$ cat config.mk
export PLATFORM = sky130hd
export DESIGN_NAME = code_loader
export DESIGN_NICKNAME = d
export VERILOG_FILES = /design/src/rtl/code_loader_pkg.sv /design/src/rtl/code_loader_rx.sv /design/src/rtl/code_loader.sv
export SDC_FILE = /design/constraint.sdc
export NUM_CORES = 1
export LEC_CHECK = 0
export ABC_AREA = 1
export BUFFER_PORTS_ARGS = -buffer_cell sky130_fd_sc_hd__buf_2
export CORE_ASPECT_RATIO = 1.2
export CORE_UTILIZATION = 60
export DETAILED_ROUTE_END_ITERATION = 10
export PLACE_DENSITY = 0.79
export SLEW_MARGIN = 20
export SYNTH_ARGS = -nofsm -noshare
export SYNTH_HDL_FRONTEND = slang
export SYNTH_SLANG_ARGS = --single-unit
$ cat constraint.sdc
create_clock -name clk -period 2.1 [get_ports clk]
set_input_delay 0.315 -clock clk [delete_from_list [all_inputs] [get_ports clk]]
set_output_delay 0.315 -clock clk [all_outputs]
set_load 0.01 [all_outputs]
$ cat src/rtl/code_loader_pkg.sv
// -----------------------------------------------------------------------------
// code_loader_pkg
// Shared constants and types for the serial code loader.
//   LOADER_SYNC       : frame sync byte that opens a load
//   LOADER_MAX_WORDS  : code memory depth in 16-bit words
//   ld_state_t        : frame FSM states (code_loader)
//   rx_state_t        : UART byte receiver states (uart_rx_byte)
//   len_ok()          : word-count range check used on LEN_LO
// -----------------------------------------------------------------------------
package code_loader_pkg;

  localparam logic [7:0] LOADER_SYNC      = 8'hA5;
  localparam int         LOADER_MAX_WORDS = 512;
  localparam logic [9:0] LOADER_MAX_LEN   = 10'(LOADER_MAX_WORDS);

  typedef enum logic [2:0] {
    S_IDLE    = 3'd0,
    S_LEN_HI  = 3'd1,
    S_LEN_LO  = 3'd2,
    S_DATA_HI = 3'd3,
    S_DATA_LO = 3'd4,
    S_CHECK   = 3'd5,
    S_ERR     = 3'd6
  } ld_state_t;

  typedef enum logic [1:0] {
    RX_IDLE  = 2'd0,
    RX_START = 2'd1,
    RX_DATA  = 2'd2,
    RX_STOP  = 2'd3
  } rx_state_t;

  // A frame must carry at least one word and no more than memory holds.
  function automatic logic len_ok(input logic [9:0] n);
    return (n != 10'd0) && (n <= LOADER_MAX_LEN);
  endfunction

endpackage

$ cat src/rtl/code_loader_rx.sv
// -----------------------------------------------------------------------------
// uart_rx_byte
// 8N1 UART byte receiver, LSB first.
//   clk, rst        : system clock, synchronous active-high reset
//   rx              : asynchronous serial line, idle high
//   data[7:0]       : received byte, valid while byte_valid is high
//   byte_valid      : one-cycle pulse at the stop-bit sample
//   frame_err       : stop bit was sampled low (qualified by byte_valid)
// The line is double-flopped before use. A falling edge on the synchronized
// line opens a start-bit check; the start bit is re-sampled half a bit later
// and a high level there is treated as a glitch. Data and stop bits are then
// sampled one full bit period apart.
// -----------------------------------------------------------------------------
module uart_rx_byte
  import code_loader_pkg::*;
#(
  parameter int CLKS_PER_BIT = 104
) (
  input  logic       clk,
  input  logic       rst,
  input  logic       rx,
  output logic [7:0] data,
  output logic       byte_valid,
  output logic       frame_err
);

  localparam int              CW   = $clog2(CLKS_PER_BIT);
  localparam logic [CW-1:0]   FULL = CW'(CLKS_PER_BIT - 1);
  localparam logic [CW-1:0]   HALF = CW'(CLKS_PER_BIT / 2 - 1);

  logic            r_sync1;
  logic            r_sync2;
  logic            r_rx_d;
  rx_state_t       r_state;
  logic [CW-1:0]   r_cnt;
  logic [2:0]      r_bit;
  logic [7:0]      r_shift;
  logic [7:0]      r_data;
  logic            r_valid;
  logic            r_ferr;

  assign data       = r_data;
  assign byte_valid = r_valid;
  assign frame_err  = r_ferr;

  always_ff @(posedge clk) begin
    if (rst) begin
      // Synchronizer resets to the idle level so reset release is not an edge.
      r_sync1 <= 1'b1;
      r_sync2 <= 1'b1;
      r_rx_d  <= 1'b1;
      r_state <= RX_IDLE;
      r_cnt   <= '0;
      r_bit   <= '0;
      r_shift <= '0;
      r_data  <= '0;
      r_valid <= 1'b0;
      r_ferr  <= 1'b0;
    end else begin
      r_sync1 <= rx;
      r_sync2 <= r_sync1;
      r_rx_d  <= r_sync2;
      r_valid <= 1'b0;
      case (r_state)
        RX_IDLE: begin
          r_cnt <= '0;
          if (r_rx_d && !r_sync2) r_state <= RX_START;
        end
        RX_START: begin
          if (r_cnt == HALF) begin
            r_cnt   <= '0;
            r_bit   <= '0;
            r_state <= r_sync2 ? RX_IDLE : RX_DATA;
          end else begin
            r_cnt <= r_cnt + 1'b1;
          end
        end
        RX_DATA: begin
          if (r_cnt == FULL) begin
            r_cnt   <= '0;
            r_shift <= {r_sync2, r_shift[7:1]};
            if (r_bit == 3'd7) r_state <= RX_STOP;
            else               r_bit   <= r_bit + 1'b1;
          end else begin
            r_cnt <= r_cnt + 1'b1;
          end
        end
        RX_STOP: begin
          if (r_cnt == FULL) begin
            r_cnt   <= '0;
            r_data  <= r_shift;
            r_ferr  <= ~r_sync2;
            r_valid <= 1'b1;
            r_state <= RX_IDLE;
          end else begin
            r_cnt <= r_cnt + 1'b1;
          end
        end
        default: r_state <= RX_IDLE;
      endcase
    end
  end

endmodule

$ cat src/rtl/code_loader.sv
// -----------------------------------------------------------------------------
// code_loader
// Serial program loader: receives a framed byte stream over UART, writes
// 16-bit words into code memory and enables the processor after a frame
// with a good checksum.
//   Frame: A5, LEN_HI, LEN_LO, N x {hi, lo}, CHK ; N = {LEN_HI[1:0], LEN_LO}
//          CHK = XOR of LEN_HI, LEN_LO and every data byte.
//   clk, rst      : system clock, synchronous active-high reset
//   rx            : UART line (8N1, idle high)
//   code_w_en     : one-cycle code-memory write strobe
//   code_addr_in  : word address of the write
//   code_in       : instruction word of the write
//   run           : processor enable, high after a good load
//   busy          : high from sync acceptance until the frame ends
//   err           : sticky load error, cleared by the next accepted sync
// -----------------------------------------------------------------------------
module code_loader
  import code_loader_pkg::*;
#(
  parameter int CLKS_PER_BIT = 104
) (
  input  logic        clk,
  input  logic        rst,
  input  logic        rx,
  output logic        code_w_en,
  output logic [8:0]  code_addr_in,
  output logic [15:0] code_in,
  output logic        run,
  output logic        busy,
  output logic        err
);

  logic [7:0] w_data;
  logic       w_byte_valid;
  logic       w_frame_err;
  logic       w_in_frame;
  logic       w_fail;
  logic [9:0] w_len;

  ld_state_t  r_state;
  logic [9:0] r_len;
  logic [1:0] r_len_hi;
  logic [9:0] r_idx;
  logic [7:0] r_hi;
  logic [7:0] r_chk;
  logic       r_w_en;
  logic [8:0] r_addr;
  logic [15:0] r_code;
  logic       r_run;
  logic       r_busy;
  logic       r_err;

  uart_rx_byte #(
    .CLKS_PER_BIT (CLKS_PER_BIT)
  ) u_rx (
    .clk        (clk),
    .rst        (rst),
    .rx         (rx),
    .data       (w_data),
    .byte_valid (w_byte_valid),
    .frame_err  (w_frame_err)
  );

  assign code_w_en    = r_w_en;
  assign code_addr_in = r_addr;
  assign code_in      = r_code;
  assign run          = r_run;
  assign busy         = r_busy;
  assign err          = r_err;

  assign w_in_frame = (r_state != S_IDLE) && (r_state != S_ERR);
  assign w_len      = {r_len_hi, w_data};

  // Every way a byte inside a frame can abort the load. The checksum compare
  // uses the XOR accumulated before CHK itself is folded in.
  always_comb begin
    w_fail = 1'b0;
    if (w_byte_valid && w_in_frame) begin
      if (w_frame_err) begin
        w_fail = 1'b1;
      end else begin
        case (r_state)
          S_LEN_HI: w_fail = (w_data[7:2] != 6'd0);
          S_LEN_LO: w_fail = ~len_ok(w_len);
          S_CHECK:  w_fail = (r_chk != w_data);
          default:  w_fail = 1'b0;
        endcase
      end
    end
  end

  always_ff @(posedge clk) begin
    if (rst) begin
      r_state  <= S_IDLE;
      r_len    <= '0;
      r_len_hi <= '0;
      r_idx    <= '0;
      r_hi     <= '0;
      r_chk    <= '0;
      r_w_en   <= 1'b0;
      r_addr   <= '0;
      r_code   <= '0;
      r_run    <= 1'b0;
      r_busy   <= 1'b0;
      r_err    <= 1'b0;
    end else begin
      r_w_en <= 1'b0;
      if (w_byte_valid) begin
        if (!w_in_frame) begin
          // IDLE and ERR: only a clean sync byte is acted on.
          if (!w_frame_err && (w_data == LOADER_SYNC)) begin
            r_state <= S_LEN_HI;
            r_run   <= 1'b0;
            r_err   <= 1'b0;
            r_busy  <= 1'b1;
            r_idx   <= '0;
            r_chk   <= '0;
          end
        end else if (w_fail) begin
          // Words already written stay in memory.
          r_state <= S_ERR;
          r_err   <= 1'b1;
          r_busy  <= 1'b0;
          r_run   <= 1'b0;
        end else begin
          r_chk <= r_chk ^ w_data;
          case (r_state)
            S_LEN_HI: begin
              r_len_hi <= w_data[1:0];
              r_state  <= S_LEN_LO;
            end
            S_LEN_LO: begin
              r_len   <= w_len;
              r_state <= S_DATA_HI;
            end
            S_DATA_HI: begin
              r_hi    <= w_data;
              r_state <= S_DATA_LO;
            end
            S_DATA_LO: begin
              r_w_en  <= 1'b1;
              r_addr  <= r_idx[8:0];
              r_code  <= {r_hi, w_data};
              r_idx   <= r_idx + 10'd1;
              r_state <= (r_idx + 10'd1 == r_len) ? S_CHECK : S_DATA_HI;
            end
            S_CHECK: begin
              r_state <= S_IDLE;
              r_run   <= 1'b1;
              r_busy  <= 1'b0;
            end
            default: r_state <= S_IDLE;
          endcase
        end
      end
    end
  end

endmodule

### Yosys cells after proc, flatten, opt, wreduce, memory -nomap -nowiden

Index checks and enable logic that the tools add are counted.

* register bits: 103
* bits of input ports: 3
* word-level logic and storage cells: 128
* output and inout bits: 29

* multiplexer cells: 41
* bitwise logic cells: 7
* reduce and logical (&&, ||, !) cells: 29
* add/subtract/negate cells: 3
* equality and inequality tests: 25
* magnitude comparators: 1

Operators with widths (number)
* 10-bit two-way mux: 4
* 8-bit two-way mux: 3
* 4-bit AND reduction: 6
* 3-bit two-way mux: 7
* 7-bit case mux with 3 select lines: 1
* 1-bit two-way mux: 14
* 7-bit two-way mux: 2
* 2-bit by 1-bit != test with 1-bit output (second input constant): 7
* 2-bit two-way mux: 6
* 3-bit case mux with 4 select lines: 1
* 10-bit by 1-bit adder with 10-bit output (second input constant): 1
* 10-bit == test: 1
* 10-bit <= comparator (second input constant): 1
* 10-bit nonzero test: 1
* 3-bit == test (second input constant): 3
* 3-bit AND reduction: 3
* 8-bit == test (second input constant): 1
* 8-bit != test: 1
* 2-bit case mux with 4 select lines: 1
* 8-bit XOR: 1
* 7-bit by 1-bit adder with 7-bit output (second input constant): 1
* 7-bit by 6-bit == test with 1-bit output (second input constant): 1
* 7-bit == test (second input constant): 1
* 3-bit by 2-bit == test with 1-bit output (second input constant): 2
* other kinds (20): 36

### Depth between registers and ports, before layout

Gate-level depths: netlist of the first run.

* depth in word-level cells: 8
* gate-level depth with buffers: 14
* gate-level depth less buffers: 14

### By module

A second synthesis of the first run with hierarchy kept.

* cell total of the unflattened synthesis: 700
* area, all modules: 4793.3 µm²

Modules (own cells, without submodules)
* code_loader: area an instance 3375.7 µm², sequential area each 1401.3 µm², times used 1, cells each 509
* uart_rx_byte: area an instance 1417.6 µm², sequential area each 660.6 µm², times used 1, cells each 191

### Least setup slack after synthesis of the first run

Ideal clock, no wire load.

* kind: register to register
* start point: register u_rx.r_data[4] (netlist: u_rx.data[4])
* end point: register r_idx[1]
* stages on the path, launching flop included: 11
* arrival time: 1.496 ns
* period minus slack after synthesis: 1.623 ns
* library setup time: 0.128 ns
* required time: 1.972 ns
* buffers on the path: 1
* setup slack: 0.477 ns
* cell sequence: dfxtp_1 -> xor2_1 -> nor2_1 -> nand3_1 -> o21ai_1 -> nand3_2 -> nand2_1 -> buf_2 -> nand4_1 -> nand2_1 -> nor2_1

* cells in the longest elaborated chain, start to end: 8
* elaborated cells between the ends (all ways): 14
* classes of those cells: order compare: 1; eq/ne: 3; mux: 3; bitwise: 1; reduce/logical: 6

RTL lines
* start: declaration: line code_loader_rx.sv:38 `logic [7:0] r_data;`
* start signal: assignment: line code_loader_rx.sv:91 `r_data <= r_shift;`
* 10-bit <= comparator or 10-bit nonzero test (tied branches): line code_loader_pkg.sv:35 `return (n != 10'd0) && (n <= LOADER_MAX_LEN);`
* 1-bit logical AND: line code_loader_pkg.sv:35
* 1-bit inverter: line code_loader.sv:84 `S_LEN_LO: w_fail = ~len_ok(w_len);`
* 1-bit case mux with 3 select lines: line code_loader.sv:82 `case (r_state)`
* 1-bit two-way mux: line code_loader.sv:79 `if (w_frame_err) begin`
* 1-bit two-way mux: line code_loader.sv:78 `if (w_byte_valid && w_in_frame) begin`
* 2-bit != test (no line)
* 4-bit AND reduction (no line) *
* end signal: assignment: line code_loader.sv:144 `r_idx <= r_idx + 10'd1;`
* end: declaration: line code_loader.sv:43 `logic [9:0] r_idx;`

Mark *: on every way between the ends. The rest lies on a longest branch, timed or not.
A chain may end at the register's enable or synchronous reset.

### Worst setup path in the final report of the first run

* start point: register u_rx.r_data[6] (netlist: u_rx.data[6])
* end point: register r_code[3] (netlist: code_in[3])

* cells in the longest elaborated chain, start to end: 8
* elaborated cells between the ends (all ways): 11
* classes of those cells: order compare: 1; eq/ne: 1; mux: 3; bitwise: 2; reduce/logical: 4

RTL lines
* 10-bit <= comparator or 10-bit nonzero test (tied branches): line code_loader_pkg.sv:35
* 1-bit logical AND: line code_loader_pkg.sv:35
* 1-bit inverter: line code_loader.sv:84
* 1-bit case mux with 3 select lines *: line code_loader.sv:82
* 1-bit two-way mux *: line code_loader.sv:79
* 1-bit two-way mux *: line code_loader.sv:78
* 1-bit inverter (no line) *
* 4-bit AND reduction (no line) *
* end signal: assignment: line code_loader.sv:143 `r_code <= {r_hi, w_data};`
* end: declaration: line code_loader.sv:48 `logic [15:0] r_code;`

Marks and branches as above.

==> flow_summary.json, run 1 <==
{
  "run_status": "completed",
  "netlist_instances": 709,
  "cellPowerDensity_nw_per_um2": 639,
  "inserted_clock_buffers": 9,
  "netlist_area_um2": 4770,
  "crit_type": "register to register",
  "pin_count": 32,
  "ys.flop_type": "sky130_fd_sc_hd__dfxtp_1",
  "yosys.area.top_type_share": 0.432,
  "totalWireLength_mm": 10.6,
  "post_synth_main_area_contributors": "sky130_fd_sc_hd__dfxtp_1, sky130_fd_sc_hd__nand2_1, sky130_fd_sc_hd__nor2_1",
  "die_w_um": 83.4,
  "crit_path_capture_type": "register",
  "synth_enable_flop_cells": 0,
  "yosys_warnings": 0,
  "rows": 35,
  "holdCritPathClass": "input port to register",
  "syn-mean-instance-area_um2": 6.73,
  "final.setup.tns_ns": 0,
  "netlist_top_cells_count": "sky130_fd_sc_hd__nand2_1, sky130_fd_sc_hd__nor2_1, sky130_fd_sc_hd__dfxtp_1, sky130_fd_sc_hd__inv_1, sky130_fd_sc_hd__nand3_1",
  "slew_headroom": 0.557,
  "p_leak_nw": 2.25,
  "numPortBuffers": 31,
  "grt_first_pass_wirelength_mm": 18.0,
  "route.vias.total": 4512,
  "ir_worst_vdd_uv": 658,
  "globalRouteOverflowTotal": 0,
  "p_int_mw": 2.58,
  "post-route-period-util": 0.936,
  "finalWorstPathRequiredPeriod_ns": 1.97,
  "synth_largest_area_cell": "sky130_fd_sc_hd__dfxtp_1",
  "worst_skew_ns": 0.0175,
  "grt_pass1_vias": 4215,
  "drt_pass1_iterations": 5,
  "grt-busiest-layer": "met2",
  "cts.repair_timing.setup_buffer_count": 0,
  "fp.dieArea_um2": 8310,
  "timing.critical_path.fanout_max": 25,
  "initial_utilization": 0.619,
  "yosysSeqAreaShare": 0.432,
  "syn_nets": 716,
  "power_frac_seq": 0.582,
  "cts_tree": "yes",
  "finalHoldViolations": 0,
  "initialDrtViolationCount": 260,
  "ctsHtreeMaxLevel": 3,
  "grt.total_usage": 0.265,
  "fp.coreArea_um2": 7710,
  "clock-root-buffer": "sky130_fd_sc_hd__clkbuf_8",
  "clock_insertion_delay_worst_skew_ns": 0.37,
  "worstPathRequired_ns": 2.38,
  "logic_gate_share_of_total_power": 0.036,
  "synth_seq_cells": 103,
  "area.growth.synth_to_final_pct": 11.5,
  "cts_sinks": 103,
  "p_sw_mw": 0.817,
  "grt_setup_unrepaired": "no",
  "met1_usage": 0.306,
  "drv_slew": 0,
  "remaining_drc_errors": 0,
  "antennaDiodeCount": 0,
  "tightestPinTransition_ns": 0.658,
  "final_net_count": 748,
  "route.detailed.vias_per_inst": 5.38,
  "synth.most_common_cell": "sky130_fd_sc_hd__nand2_1",
  "holdWs_ns": 0.135,
  "clock_tree.buffer_depth": 2,
  "clockPowerShare": 0.382,
  "grt_use_met2": 0.482,
  "yosys.cell_types.count": 34,
  "cp.arrival_ns": 2.25,
  "drive_gt1_frac": 0.114,
  "timing.fmax_ghz": 0.509,
  "cap_violations": 0,
  "pin_count_of_the_biggest_net_entering_global_routing": 51,
  "gp_routability_congestion": 0.987,
  "antenna_found_initial": 0,
  "report.final.setup_viol": 0,
  "residual_antenna_violating_net_count_after_detailed_routing": 0,
  "ys_async_rst_share": 0,
  "grt_use_met3": 0.0432,
  "wl_per_cell_um": 12.7,
  "clk_slew_on_worst_s_h_paths_ns": 0.11,
  "die_h_um": 99.7,
  "switching_share": 0.240,
  "dpl.hpwl_mm": 7.66,
  "critPathLaunchType": "register"
}
-- worst max-delay path: stages, from the launching register on --
cell and delay [ns]:
sky130_fd_sc_hd__dfxtp_1 0.35, sky130_fd_sc_hd__xnor2_1 0.28, sky130_fd_sc_hd__nand3_1 0.11, sky130_fd_sc_hd__o21ai_1 0.23, sky130_fd_sc_hd__nand3_4 0.18, sky130_fd_sc_hd__nor3_4 0.32, sky130_fd_sc_hd__clkbuf_16 0.26, sky130_fd_sc_hd__nand2_1 0.06
sky130_fd_sc_hd__nand2_1 0.06, sky130_fd_sc_hd__nor2_1 0.04
-- metrics by stage --
stage,cells,util,power [mW],worst slack [ns],cell area [um2]
3_5_place_dp,821,0.655,2.14,0.128,5050
6_report,838,0.690,3.40,0.135,5320
4_1_cts,837,0.683,3.42,0.103,5260
2_1_floorplan,709,-,2.12,0.477,4770
5_1_grt,838,0.690,3.52,0.0143,5320
3_3_place_gp,821,0.655,2.14,0.199,5050
-- placed cells by master, fill, tap and decap left out, drive strengths merged --
master,n
a211o,1
xor2,8
o21ai,19
o31ai,1
a21oi,44
clkbuf,10
nor2,133
bufinv,1
a31o,1
a211oi,2
nand2,197
nor4,3
xnor2,5
inv,73
ha,4
nand3,55
dfxtp,103
nand3b,5
o211ai,1
nor3,6
a31oi,1
o22ai,1
or2,2
clkinv,3
and3b,1
nand4,16
buf,47
clkinvlp,1
o21bai,2
-- area by class of cell --
type / count / area [um2]
clock buffer: 9 / 124
clock inverter: 7 / 88.8
fill: 648 / 2390
inverter: 71 / 267
multi-input combinational: 508 / 2350
sequential: 103 / 2060
tap: 92 / 115
timing repair buffer: 48 / 313
-- power by group through the flow --
stage               clock network, mW  logic, mW  registers (mW)
global placement                    0      0.118            2.02
CTS                              1.32      0.124            1.98
global route                     1.40      0.140            1.98
detailed placement                  0      0.123            2.02
floorplan                           0     0.0960            2.02
finish                           1.30      0.122            1.98
-- cells by family after synthesis --
kind of cell             share of synthesized area
AND/OR/NAND/NOR                              0.367
flip-flops                                   0.432
buffers and inverters                       0.0844
AO/OA/AOI/OAI                               0.0818
XOR/XNOR                                    0.0239
adder cells (fa/ha/maj)                     0.0105
-- path summary, 6_finish.rpt --
check / startpoint / to / depth (start not counted) / slack, ns
hold reg to reg: u_rx.r_sync1 / u_rx.r_sync2 / 1 / 0.42
hold / removal: rx / u_rx.r_sync1 / 2 / 0.13
setup reg to reg: u_rx.data[6] / code_in[3] / 9 / 0.13
setup / recovery: u_rx.data[6] / code_in[3] / 9 / 0.13
-- registers in the layout, indices dropped and copies added, names as in the netlist, 2 cells and up, named ones only --
| register | flops |
|---|---|
| code_addr_in | 9 |
| code_in | 16 |
| r_chk | 8 |
| r_hi | 8 |
| r_idx | 10 |
| r_len | 10 |
| r_len_hi | 2 |
| r_state | 3 |
| u_rx.data | 8 |
| u_rx.r_bit | 3 |
| u_rx.r_cnt | 7 |
| u_rx.r_shift | 8 |
-- timing repair --
action | CTS | global route
gates resized for setup | 0 | 7
endpoints found under the setup margin | 0 | 31
hold buffers | 0 | 0
-- routing by layer --
layer / vias to the layer above / wire [um]
met1: 2067 / 4630
met4: 0 / 308
met2: 107 / 5260
met5: - / 0
li1: 2309 / -
met3: 29 / 407
(Power assumes the default switching activity.)
==> inputs of run 2 (changes only) <==
BUFFER_PORTS_ARGS = -buffer_cell sky130_fd_sc_hd__clkbuf_2   (was -buffer_cell sky130_fd_sc_hd__buf_2)
GPL_TIMING_DRIVEN = 1   (was not set)
==> run 2 against run 1 <==
  * Global-route usage grew 0.67 points
  * Maximum frequency up 0.55%
  * Clock skew shrank 0.0024 ns
  * Power shrank 3.3%
==> flow_summary.json, run 2 (synthesis gave the netlist of run 1 again) <==
{
  "run_status": "completed",
  "finalWorstPathRequiredPeriod_ns": 1.95,
  "worstPathRequired_ns": 2.41,
  "critical_path_buf_inv_count": 0,
  "totalWireLength_mm": 10.7,
  "grt_first_pass_wirelength_mm": 18.3,
  "worstHoldPathCells": 2,
  "cp.arrival_ns": 2.26,
  "timing.critical_path.fanout_max": 16,
  "slew_headroom": 0.539,
  "wl_per_cell_um": 12.8,
  "finalHoldViolations": 0,
  "worst-r2r-cell-count": 9,
  "die_h_um": 99.7,
  "worst_skew_ns": 0.0151,
  "final_net_count": 747,
  "crit_type": "register to register",
  "post-route-period-util": 0.931,
  "dpl.hpwl_mm": 7.81,
  "grt_setup_unrepaired": "yes",
  "cts_sinks": 103,
  "worstPathCellList": "nor2_1 -> nand3_1 -> nor3_1 -> nand2_1 -> nand3_1 -> nand3_2 -> nor2_2 -> o21ai_0 -> a21oi_1",
  "ctsHtreeMaxLevel": 3,
  "cellPowerDensity_nw_per_um2": 627,
  "route.vias.total": 4543,
  "multi_input_area_um2": 2330,
  "clock_insertion_delay_worst_skew_ns": 0.37,
  "cts_tree": "yes",
  "drive_gt1_frac": 0.113,
  "tightestPinTransition_ns": 0.684,
  "setup_ws_ns": 0.146,
  "area.growth.synth_to_final_pct": 9.97,
  "rows": 35,
  "post-place-ws_ns": 0.154,
  "area.sequential_um2": 2060,
  "antenna_found_initial": 0,
  "crit_slowest_cell": "sky130_fd_sc_hd__nor2_2",
  "crit_path_max_incr_delay_ns": 0.47,
  "clk_slew_on_worst_s_h_paths_ns": 0.11,
  "die_w_um": 83.4,
  "pin_count": 32,
  "sum_of_internal_switching_and_leakage_power_mw": 3.29,
  "grt-busiest-layer": "met2",
  "holdCritPathClass": "input port to register",
  "critPathMostFrequentCell": "sky130_fd_sc_hd__nand3_1",
  "grt_use_met2": 0.508,
  "initial_utilization": 0.619,
  "numPortBuffers": 31,
  "crit_path_capture_type": "register",
  "critical_path_stages": 9,
  "report.final.setup_viol": 0,
  "postLayoutCoreUtil": 0.681,
  "fill_cells": 696,
  "drt_pass1_iterations": 7,
  "fp.coreArea_um2": 7710,
  "inserted_clock_buffers": 9,
  "post_cts.resized_instances": 0,
  "remaining_drc_errors": 0,
  "p_leak_nw": 2.19,
  "grt_use_met3": 0.0349,
  "gp_routability_congestion": 0.933,
  "cts-hold-fix-buffers": 0,
  "grt.total_usage": 0.272,
  "cts.repair_timing.setup_buffer_count": 0,
  "fp.dieArea_um2": 8310,
  "route.detailed.vias_per_inst": 5.43,
  "residual_antenna_violating_net_count_after_detailed_routing": 0,
  "pin_count_of_the_biggest_net_entering_global_routing": 51,
  "cap_violations": 0,
  "clock-root-buffer": "sky130_fd_sc_hd__clkbuf_8",
  "timing.fmax_ghz": 0.512,
  "met1_usage": 0.300,
  "ir_worst_vdd_uv": 714,
  "grt_pass1_vias": 4326,
  "most-common-layout-cells": "sky130_fd_sc_hd__nand2_1, sky130_fd_sc_hd__nor2_1, sky130_fd_sc_hd__dfxtp_1",
  "most_common_library_cell_in_the_layout_ignoring_fill_and_taps": "sky130_fd_sc_hd__nand2_1",
  "cp_top_delay_family": "simple AND/OR/NAND/NOR gates",
  "antennaDiodeCount": 0,
  "critPathLaunchType": "register",
  "initialDrtViolationCount": 204,
  "globalRouteOverflowTotal": 0,
  "largest_register_ff_count": 16,
  "clock_tree.buffer_depth": 2,
  "drv_slew": 0
}
-- run 2: layout make-up --
type,count,share of cell area
clock buffers,9,0.0236
clock inverters,7,0.0119
inverters,71,0.0508
multi-input cells,508,0.444
flip-flops and latches,103,0.393
well taps,92,0.0219
repair buffers,47,0.0549
-- run 2: layer usage --
metal	wire (um)	vias to the layer above
met1	4590	2121
li1	-	2305
met2	5460	95
met3	357	22
met5	0	-
met4	291	0
-- run 2: final timing paths --
| check | end | start | slack (ns) |
|---|---|---|---|
| worst min register to register | u_rx.r_cnt[0] | u_rx.r_cnt[0] | 0.46 |
| worst max-delay path | r_hi[0] | u_rx.data[2] | 0.15 |
| worst max register to register | r_hi[0] | u_rx.data[2] | 0.15 |
| worst min-delay path | u_rx.r_sync1 | rx | 0.12 |
-- run 2: report_power, final --
part | internal [mW] | switching (mW) | leakage [nW] | total, mW
clock network | 0.452 | 0.731 | 0.0894 | 1.18
registers | 1.96 | 0.0128 | 0.830 | 1.98
logic | 0.0428 | 0.0840 | 1.27 | 0.127
-- run 2: metrics by stage --
| stage | hold WS, ns | TNS [ns] | std cells | instance area (um2) |
|---|---|---|---|---|
| 2_1_floorplan | 0.389 | 0 | 709 | 4770 |
| 3_3_place_gp | 0.429 | 0 | 821 | 5050 |
| 3_5_place_dp | 0.444 | 0 | 821 | 5050 |
| 4_1_cts | 0.112 | 0 | 837 | 5240 |
| 5_1_grt | 0.113 | -0.157 | 837 | 5250 |
| 6_report | 0.123 | 0 | 837 | 5250 |
==> inputs of run 3 (changes only) <==
CORE_UTILIZATION = 54   (was 60)
PLACE_DENSITY = 0.75   (was 0.79)
clock period = 1.7 ns   (was 2.1 ns; I/O delays follow)
==> run 3 against run 2 <==
  * The flow now finishes with violations (negative setup slack)
  * Design area is 17% higher
  * Setup slack worse by 0.35 ns
  * Wire length is 22% higher
  * First-iteration DRC count is 82% higher
  * Core utilization is 3.8 points higher
  * Largest power group unchanged
==> flow_summary.json, run 3 (synthesis gave the netlist of run 1 again) <==
{
  "remaining_drc_errors": 0,
  "pin_count": 32,
  "critPathLaunchType": "register",
  "holdWs_ns": 0.0607,
  "die_h_um": 105,
  "dpl.cell_count": 876,
  "worstPathRequired_ns": 1.97,
  "globalRouteOverflowTotal": 0,
  "grt_pass1_vias": 4406,
  "most-common-layout-cells": "sky130_fd_sc_hd__nand2_1, sky130_fd_sc_hd__nor2_1, sky130_fd_sc_hd__dfxtp_1",
  "crit_slowest_cell": "sky130_fd_sc_hd__dfxtp_2",
  "ir_worst_vdd_uv": 652,
  "drive_gt1_frac": 0.244,
  "worst_r2r_endpoint": "r_hi[0]",
  "slew_headroom": 0.711,
  "worst-r2r-cell-count": 10,
  "fp.dieArea_um2": 9220,
  "fp.coreArea_um2": 8560,
  "finalWorstPathRequiredPeriod_ns": 1.91,
  "route.vias.total": 4935,
  "grt.total_usage": 0.261,
  "ctsHtreeMaxLevel": 3,
  "finalHoldViolations": 0,
  "hold_path.startpoint": "rx",
  "tightestPinTransition_ns": 0.431,
  "cts_tree": "yes",
  "run_status": "finished, violations left",
  "inserted_clock_buffers": 9,
  "rows": 37,
  "worstPathCellList": "xor2_1 -> nor2_1 -> nand3_1 -> o21ai_2 -> nand3_4 -> buf_6 -> nor2_4 -> buf_4 -> clkbuf_16 -> a21oi_1",
  "drv_slew": 0,
  "largest_register_ff_count": 16,
  "cts_sinks": 103,
  "multi_input_area_um2": 2630,
  "crit_path_capture_type": "register",
  "most_common_library_cell_in_the_layout_ignoring_fill_and_taps": "sky130_fd_sc_hd__nand2_1",
  "final_area_um2": 6160,
  "min_delay_worst_endpoint": "u_rx.r_sync1",
  "stdcell_count": 909,
  "clock_insertion_delay_worst_skew_ns": 0.38,
  "dpl.hpwl_mm": 7.99,
  "pin_count_of_the_biggest_net_entering_global_routing": 55,
  "drt_pass1_iterations": 5,
  "place_area_um2": 5370,
  "die_w_um": 87.8,
  "clk_slew_on_worst_s_h_paths_ns": 0.10,
  "regToRegSetupSlack_ns": -0.21,
  "report.final.setup_viol": 68,
  "initial_utilization": 0.557,
  "area.sequential_um2": 2080,
  "gp_routability_congestion": 1.02,
  "totalWireLength_mm": 13.1,
  "timing.fmax_ghz": 0.524,
  "grt_setup_unrepaired": "yes",
  "antenna_found_initial": 0,
  "initialDrtViolationCount": 372,
  "cp.arrival_ns": 2.18,
  "setup_ws_ns": -0.207,
  "top_layer": "met4",
  "clock_tree.buffer_depth": 2,
  "fill_cells": 669,
  "wl_per_cell_um": 14.4,
  "final.setup.tns_ns": -9.19,
  "violations": "negative setup slack",
  "grt_first_pass_wirelength_mm": 19.0,
  "numPortBuffers": 31,
  "post-route-period-util": 1.12,
  "rr_startpoint": "u_rx.data[4]",
  "p_leak_nw": 2.56,
  "clock-root-buffer": "sky130_fd_sc_hd__clkbuf_8",
  "area.growth.synth_to_final_pct": 29.0,
  "worstHoldPathCells": 2,
  "cellPowerDensity_nw_per_um2": 676,
  "sum_of_internal_switching_and_leakage_power_mw": 4.16,
  "final_net_count": 794,
  "dr_wl_met2_mm": 6.73,
  "route.detailed.vias_per_inst": 5.43,
  "timing.critical_path.fanout_max": 8,
  "crit_path_max_incr_delay_ns": 0.35,
  "postLayoutCoreUtil": 0.719,
  "holdCritPathClass": "input port to register",
  "post-place-ws_ns": -0.123,
  "dr_wl_met3_um": 733,
  "crit_type": "register to register",
  "cp_top_delay_family": "simple AND/OR/NAND/NOR gates",
  "met1Wirelength_mm": 5.10,
  "critical_path_buf_inv_count": 3,
  "antennaDiodeCount": 0,
  "residual_antenna_violating_net_count_after_detailed_routing": 0,
  "worst_skew_ns": 0.0107,
  "cap_violations": 0
}
[run 3: how the worst max path moves through the flow]
stage | start | end | cells after the start
6_report | u_rx.data[4] | r_hi[0] | 10
3_3_place_gp | u_rx.data[6] | r_len_hi[0] | 10
2_1_floorplan | u_rx.data[4] | r_idx[1] | 10
4_1_cts | u_rx.data[4] | r_hi[0] | 11
5_1_grt | u_rx.data[2] | code_in[14] | 12
3_5_place_dp | u_rx.data[4] | r_len_hi[1] | 11
[run 3: area by class of cell]
cell class / instances / area share
multi-input cells: 509 / 0.426
flip-flops and latches: 103 / 0.337
repair buffers: 93 / 0.136
inverters: 71 / 0.0433
clock buffers: 13 / 0.0291
well taps: 117 / 0.0238
clock inverters: 3 / 0.00366
[run 3: timing repair]
action,4_1_cts,5_1_grt
gates cloned,0,8
setup endpoints to repair,57,86
gates resized for setup,48,44
hold buffers,0,0
pin swaps,19,8
buffers inserted,5,5
[run 3: worst reg2reg max path, cell delays in order (launching register included)]
cell,delay (ns)
sky130_fd_sc_hd__dfxtp_2,0.35
sky130_fd_sc_hd__xor2_1,0.17
sky130_fd_sc_hd__nor2_1,0.12
sky130_fd_sc_hd__nand3_1,0.13
sky130_fd_sc_hd__o21ai_2,0.21
sky130_fd_sc_hd__nand3_4,0.14
sky130_fd_sc_hd__buf_6,0.16
sky130_fd_sc_hd__nor2_4,0.17
sky130_fd_sc_hd__buf_4,0.15
sky130_fd_sc_hd__clkbuf_16,0.13
sky130_fd_sc_hd__a21oi_1,0.07
[run 3: metal layers]
layer	track usage	vias to the layer above
li1	-	2406
met1	0.293	2280
met2	0.461	194
met3	0.0490	55
met4	0.130	0
met5	0	-
[run 3: report_power, final]
group | leakage (nW) | internal [mW] | total, mW | switching (mW)
logic | 1.61 | 0.0628 | 0.177 | 0.114
registers | 0.836 | 2.43 | 2.44 | 0.0145
clock network | 0.106 | 0.699 | 1.54 | 0.842
total | 2.56 | 3.19 | 4.16 | 0.970
